File: config.mk
export PLATFORM = sky130hd
export DESIGN_NAME = vga_pmod_dither
export DESIGN_NICKNAME = d
export VERILOG_FILES = /design/src/rtl/vga_pkg.sv /design/src/rtl/vga_dither_channel.sv /design/src/rtl/vga_pmod_dither.sv
export SDC_FILE = /design/constraint.sdc
export NUM_CORES = 1
export LEC_CHECK = 0
export ABC_AREA = 1
export CORE_ASPECT_RATIO = 0.8
export CORE_MARGIN = 10
export CORE_UTILIZATION = 30
export DETAILED_ROUTE_END_ITERATION = 8
export PLACE_DENSITY_LB_ADDON = 0.2
export SLEW_MARGIN = 20
export SYNTH_ARGS = -nofsm -noshare
export SYNTH_HDL_FRONTEND = slang
export SYNTH_SLANG_ARGS = --single-unit
File: constraint.sdc
create_clock -name clk -period 1.75 [get_ports clk]
set_clock_uncertainty 0.15 [all_clocks]
set_input_delay 0.2625 -clock clk [delete_from_list [all_inputs] [get_ports clk]]
set_output_delay 0.2625 -clock clk [all_outputs]
set_load 0.02 [all_outputs]
File: src/rtl/vga_pkg.sv
// Shared constants for the VGA PMOD dither path: Bayer thresholds,
// pipeline depth and the RGB field layout of the incoming pixel word.
package vga_pkg;

  // Phase counters, frame counter and thresholds are all this narrow.
  typedef logic [1:0] phase_t;
  typedef logic [3:0] thresh_t;

  // Cycles from any input to its aligned output (colour, de, hs, vs).
  localparam int PIPE_LATENCY = 2;

  // Channel field offsets inside {r[7:0], g[7:0], b[7:0]}.
  localparam int R_LSB = 16;
  localparam int G_LSB = 8;
  localparam int B_LSB = 0;
  localparam int CHAN_W = 8;
  localparam int NUM_CHAN = 3;

  // 4x4 ordered-dither thresholds, entry index = {row, col}, entry 0 at the LSB.
  // Rows (col 0..3): 0,8,2,10 / 12,4,14,6 / 3,11,1,9 / 15,7,13,5
  localparam logic [63:0] BAYER_FLAT = {
    4'd5,  4'd13, 4'd7,  4'd15,
    4'd9,  4'd1,  4'd11, 4'd3,
    4'd6,  4'd14, 4'd4,  4'd12,
    4'd10, 4'd2,  4'd8,  4'd0
  };

  // Threshold for a given row (line phase) and column.
  function automatic thresh_t bayer_lookup(input phase_t row, input phase_t col);
    logic [5:0] base;
    base = {row, col, 2'b00};
    return BAYER_FLAT[base +: 4];
  endfunction

  // Channel 0 = red, 1 = green, 2 = blue.
  function automatic int channel_lsb(input int idx);
    case (idx)
      0:       return R_LSB;
      1:       return G_LSB;
      default: return B_LSB;
    endcase
  endfunction

endpackage

File: src/rtl/vga_dither_channel.sv
// One colour channel of the second pipeline stage: adds the dither
// threshold, saturates at full scale, keeps the top 4 bits and blanks
// the result outside the display-enable window.
module vga_dither_channel
  import vga_pkg::*;
#(
  parameter bit DITHER_EN = 1'b1
) (
  input  logic          clk,
  input  logic          reset,
  input  logic [7:0]    c,
  input  thresh_t       t,
  input  logic          de,
  output logic [3:0]    q
);

  logic [8:0] sum;
  logic [3:0] dith;
  logic [3:0] q_next;

  // Add threshold, clamp on carry-out so bright inputs never wrap to dark.
  always_comb begin
    sum    = {1'b0, c} + {5'b0, t};
    dith   = sum[8] ? 4'hF : sum[7:4];
    q_next = 4'h0;
    if (de) begin
      q_next = DITHER_EN ? dith : c[7:4];
    end
  end

  // Output register; reset flushes any in-flight colour.
  always_ff @(posedge clk) begin
    if (reset) begin
      q <= 4'h0;
    end else begin
      q <= q_next;
    end
  end

endmodule

File: src/rtl/vga_pmod_dither.sv
// 24-bit VGA pixel stream to 12-bit PMOD DAC with 4x4 ordered dithering.
// Stage 1 captures the pixel with its threshold; stage 2 (per channel)
// dithers and registers the colour. de/hs/vs ride a matching delay line.
module vga_pmod_dither
  import vga_pkg::*;
#(
  parameter bit DITHER_EN        = 1'b1,
  parameter bit TEMPORAL_EN      = 1'b1,
  parameter bit SYNC_ACTIVE_HIGH = 1'b1
) (
  input  logic        clk,
  input  logic        reset,
  input  logic        vga_active,
  input  logic        vga_hsync,
  input  logic        vga_vsync,
  input  logic [23:0] vga_pixel_rgb,
  output logic [3:0]  pmod_r,
  output logic [3:0]  pmod_g,
  output logic [3:0]  pmod_b,
  output logic        pmod_de,
  output logic        pmod_hs,
  output logic        pmod_vs
);

  localparam logic SYNC_IDLE = SYNC_ACTIVE_HIGH ? 1'b0 : 1'b1;

  phase_t  x_phase_reg, x_phase_next;
  phase_t  y_phase_reg, y_phase_next;
  phase_t  frame_reg,   frame_next;
  logic    active_prev_reg;
  logic    vsync_prev_reg;
  logic    active_fall;
  logic    vsync_rise;
  phase_t  col;
  thresh_t t_now;

  logic [23:0] pixel_s1_reg;
  thresh_t     t_s1_reg;

  logic de_pipe_reg [PIPE_LATENCY];
  logic hs_pipe_reg [PIPE_LATENCY];
  logic vs_pipe_reg [PIPE_LATENCY];

  logic [3:0] chan_q [NUM_CHAN];

  // Edge detection and next-state of the phase/frame counters.
  // A vsync edge outranks a same-cycle line end so the frame starts on row 0.
  always_comb begin
    active_fall = active_prev_reg & ~vga_active;
    vsync_rise  = (vga_vsync != SYNC_IDLE) && (vsync_prev_reg == SYNC_IDLE);

    x_phase_next = vga_active ? phase_t'(x_phase_reg + 2'd1) : 2'd0;
    y_phase_next = y_phase_reg;
    frame_next   = frame_reg;
    if (vsync_rise) begin
      y_phase_next = 2'd0;
      frame_next   = phase_t'(frame_reg + 2'd1);
    end else if (active_fall) begin
      y_phase_next = phase_t'(y_phase_reg + 2'd1);
    end

    col   = TEMPORAL_EN ? phase_t'(x_phase_reg + frame_reg) : x_phase_reg;
    t_now = bayer_lookup(y_phase_reg, col);
  end

  // Phase/frame counters and the previous-cycle samples used for edges.
  always_ff @(posedge clk) begin
    if (reset) begin
      x_phase_reg     <= 2'd0;
      y_phase_reg     <= 2'd0;
      frame_reg       <= 2'd0;
      active_prev_reg <= 1'b0;
      vsync_prev_reg  <= SYNC_IDLE;
    end else begin
      x_phase_reg     <= x_phase_next;
      y_phase_reg     <= y_phase_next;
      frame_reg       <= frame_next;
      active_prev_reg <= vga_active;
      vsync_prev_reg  <= vga_vsync;
    end
  end

  // Stage 1: capture the pixel together with the threshold chosen for it.
  always_ff @(posedge clk) begin
    if (reset) begin
      pixel_s1_reg <= 24'h0;
      t_s1_reg     <= 4'h0;
    end else begin
      pixel_s1_reg <= vga_pixel_rgb;
      t_s1_reg     <= t_now;
    end
  end

  // Control delay line; element 0 is stage 1, the last element drives the pins.
  genvar gi;
  generate
    for (gi = 0; gi < PIPE_LATENCY; gi++) begin : g_sync
      if (gi == 0) begin : g_head
        // First tap samples the timing-core inputs.
        always_ff @(posedge clk) begin
          if (reset) begin
            de_pipe_reg[gi] <= 1'b0;
            hs_pipe_reg[gi] <= SYNC_IDLE;
            vs_pipe_reg[gi] <= SYNC_IDLE;
          end else begin
            de_pipe_reg[gi] <= vga_active;
            hs_pipe_reg[gi] <= vga_hsync;
            vs_pipe_reg[gi] <= vga_vsync;
          end
        end
      end else begin : g_tail
        // Later taps shift the previous tap along.
        always_ff @(posedge clk) begin
          if (reset) begin
            de_pipe_reg[gi] <= 1'b0;
            hs_pipe_reg[gi] <= SYNC_IDLE;
            vs_pipe_reg[gi] <= SYNC_IDLE;
          end else begin
            de_pipe_reg[gi] <= de_pipe_reg[gi-1];
            hs_pipe_reg[gi] <= hs_pipe_reg[gi-1];
            vs_pipe_reg[gi] <= vs_pipe_reg[gi-1];
          end
        end
      end
    end
  endgenerate

  // Stage 2: one dither slice per colour, gated by the stage-1 enable.
  generate
    for (gi = 0; gi < NUM_CHAN; gi++) begin : g_chan
      localparam int LSB = channel_lsb(gi);
      vga_dither_channel #(
        .DITHER_EN (DITHER_EN)
      ) u_chan (
        .clk   (clk),
        .reset (reset),
        .c     (pixel_s1_reg[LSB +: CHAN_W]),
        .t     (t_s1_reg),
        .de    (de_pipe_reg[0]),
        .q     (chan_q[gi])
      );
    end
  endgenerate

  assign pmod_r  = chan_q[0];
  assign pmod_g  = chan_q[1];
  assign pmod_b  = chan_q[2];
  assign pmod_de = de_pipe_reg[PIPE_LATENCY-1];
  assign pmod_hs = hs_pipe_reg[PIPE_LATENCY-1];
  assign pmod_vs = vs_pipe_reg[PIPE_LATENCY-1];

endmodule

==> out/metrics.cfg <==
[outcome]
outcome=finished clean

[route]
post-route-drc-count=0
vias=1766
ant_nets=0
wl_mm=4.324
vias_per_cell=4.088
drt_iter0_markers=48
avgRoutedWirePerCell_um=10.01
drtPass1Iterations=4

[floorplanning]
row_count=27
die_y_um=96.50
ios=44
core-area_sq_um=6993
initial_core_util_pct=31.38
fp.dieW_um=115.6
die-area_sq_um=11160

[synth]
syn_area_per_cell_sq_um=7.439
ys_seq_elements=52
synthMuxAreaShare_pct=0
syn-cell-area_sq_um=2195
yosys.area_share.simple_pct=30.44
synth_top_family_by_area=simple AND/OR/NAND/NOR gates
yosysSeqAreaShare_pct=47.43
synth_warnings=0
synthDistinctLibCells=22
synth_compound_gate_area_share_pct=2.965
synth_cells=295
synth_xor_area_share_pct=1.596
synth_fp_nets=334
synth-adder-area-share_pct=5.701

[worst_hold_path]
holdPathStages=2
hp-start=hs_pipe_reg[0]
hp-class=register to register
min_to=hs_pipe_reg[1]

[setup_path]
cp_max_fo=1
cp_data_arrival_time_ps=1240
r2r-start=t_s1_reg[2]
cp_top_family=buffers and inverters
cp.required_ps=1340
crit_chain=clkdlybuf4s50_1
setup.worst_path.end_class=output port
crit_slowest_cell=clkdlybuf4s50_1
critPathBufInv=1
regToRegEndpoint=g_chan[2].u_chan.q[2]
slowest_delay_ps=610
path_class=register to output port
start_kind=register
r2r_cells=8
rrSetupSlack_ps=220

[place]
hpwl_mm=3.458
numPortBuffers=43
post_dp_cell_area_sq_um=2736
routabilityCongestion=0.7438

[cells_and_area]
drive_above_1_share_pct=7.536
area_growth_pct=28.79
finalNetCount=383
final_area_sq_um=2826
diodes=0
largest_reg_flops=24
fillers=725

[timing]
period_share_pct=94.67
setup_viol=0
holdWs_ps=258.3
worst_pin_slew_ps=252.8
fmax_mhz=603.6
hold_violations=0
fin_tns_setup_ps=0
finalCriticalPeriod_ps=1657
slew_headroom_pct=83.13
rsz0062_at_grt=no
slew_violations=0

[power]
swShare_pct=23.37
pwr-share-clk_pct=31.3
p_per_area_nw_per_um2=778.6
peakVddDrop_mv=0.3231
internal-power_w=0.001686
power.leakage_nw=1.357
comb_power_share_pct=10.9
finalPower_w=0.002201
switching_power_w=0.0005142
power_frac_seq_pct=57.8

[grt]
grt_pass1_wl_mm=7.590
globalRouteOverflowTotal=0
antenna_found_initial=0
grt_use_total_pct=8.479
grt_max_degree=24
grt_pass1_vias=1765

[cts]
clkLatencyLatePin_ps=300
cts_tree=done
root_buffer=clkbuf_8
cts_buffers=5
cts.sinks=52
clk_pin_slew_ps=90
htree_levels=2
cts.path.max_buffers=2
post_cts_resized=0
hold_buffers=0
post_cts_buffers=0

[job]
drv_cap=0

==> cell usage in the layout (no fill, tap or decap) <==
| master | netlist | routed |
|---|---|---|
| a21oi_1 | 10 | 10 |
| buf_4 | 0 | 3 |
| clkbuf_1 | 0 | 2 |
| clkbuf_8 | 0 | 6 |
| clkdlybuf4s50_1 | 0 | 43 |
| clkinv_1 | 3 | 3 |
| dfxtp_1 | 52 | 52 |
| ha_1 | 10 | 10 |
| inv_1 | 60 | 60 |
| inv_2 | 1 | 1 |
| nand2_1 | 62 | 62 |
| nand2_2 | 9 | 9 |
| nand3_1 | 12 | 12 |
| nand3_2 | 3 | 3 |
| nand3b_1 | 3 | 3 |
| nand4_1 | 3 | 3 |
| nor2_1 | 44 | 44 |
| nor2_2 | 3 | 3 |
| nor2_4 | 1 | 1 |
| nor3_1 | 2 | 2 |
| nor3b_1 | 4 | 4 |
| o21ai_0 | 3 | 3 |
| or2_1 | 2 | 2 |
| xnor2_1 | 3 | 3 |
| xor2_1 | 1 | 1 |
==> stage by stage <==
step           worst slack, ps  instances  utilization [%]
6_report                 93.19        432            40.42
5_1_grt                  27.54        432            40.42
4_1_cts                  56.89        432            40.42
3_5_place_dp             242.1        424            39.13
3_3_place_gp             241.0        424            39.13
2_1_floorplan            377.7        295                -
==> how the worst max path moves through the flow <==
stage	start	end	slack [ps]	depth (start not counted)
CTS	g_chan[1].u_chan.q[0]	pmod_g[0]	60	1
global placement	vga_vsync	frame_reg[1]	240	6
floorplan	t_s1_reg[3]	g_chan[0].u_chan.q[2]	380	8
detailed placement	t_s1_reg[2]	g_chan[0].u_chan.q[2]	240	8
global route	g_chan[1].u_chan.q[0]	pmod_g[0]	30	1
finish	g_chan[1].u_chan.q[0]	pmod_g[0]	90	1
==> per-layer routing <==
metal	vias to the layer above	track usage, %	routed length [um]
met2	28	14.31	1953
li1	978	-	-
met4	0	2.807	51
met3	7	3.327	284
met1	753	9.735	2035
met5	-	0	0
==> synth_stat cells <==
cell type / count / area, sq um
a21oi_1: 10 / 50.05
buf_2: 4 / 20.02
clkinv_1: 3 / 11.26
dfxtp_1: 52 / 1041
ha_1: 10 / 125.1
inv_1: 60 / 225.2
inv_2: 1 / 3.750
nand2_1: 62 / 232.7
nand2_2: 9 / 56.30
nand3_1: 12 / 60.06
nand3_2: 3 / 30.03
nand3b_1: 3 / 22.52
nand4_1: 3 / 18.77
nor2_1: 44 / 165.2
nor2_2: 3 / 18.77
nor2_4: 1 / 11.26
nor3_1: 2 / 10.01
nor3b_1: 4 / 30.03
o21ai_0: 3 / 15.01
or2_1: 2 / 12.51
xnor2_1: 3 / 26.28
xor2_1: 1 / 8.760
==> final cells by class <==
| type | instances | area [sq um] | area share (%) |
|---|---|---|---|
| inverters | 64 | 240.2 | 8.499 |
| clock buffers | 8 | 90.09 | 3.187 |
| multi-input cells | 175 | 893.4 | 31.61 |
| flip-flops and latches | 52 | 1041 | 36.83 |
| well taps | 87 | 108.9 | 3.851 |
| repair buffers | 46 | 452.9 | 16.02 |
==> logic make-up after synthesis <==
family | after synthesis
AO/OA/AOI/OAI | 13
buffers and inverters | 68
XOR/XNOR | 4
flip-flops | 52
adder cells (fa/ha/maj) | 10
AND/OR/NAND/NOR | 148
==> power groups by stage <==
stage | combinational (W) | clock, W | sequential, W
after detailed placement | 0.000244 | 0 | 0.00130
after CTS | 0.000245 | 0.000727 | 0.00127
after floorplan | 0.000129 | 0 | 0.00130
after global routing | 0.000277 | 0.000769 | 0.00128
after global placement | 0.000242 | 0 | 0.00130
final | 0.000240 | 0.000688 | 0.00127
Note: power is estimated with default switching activity, not from simulation.
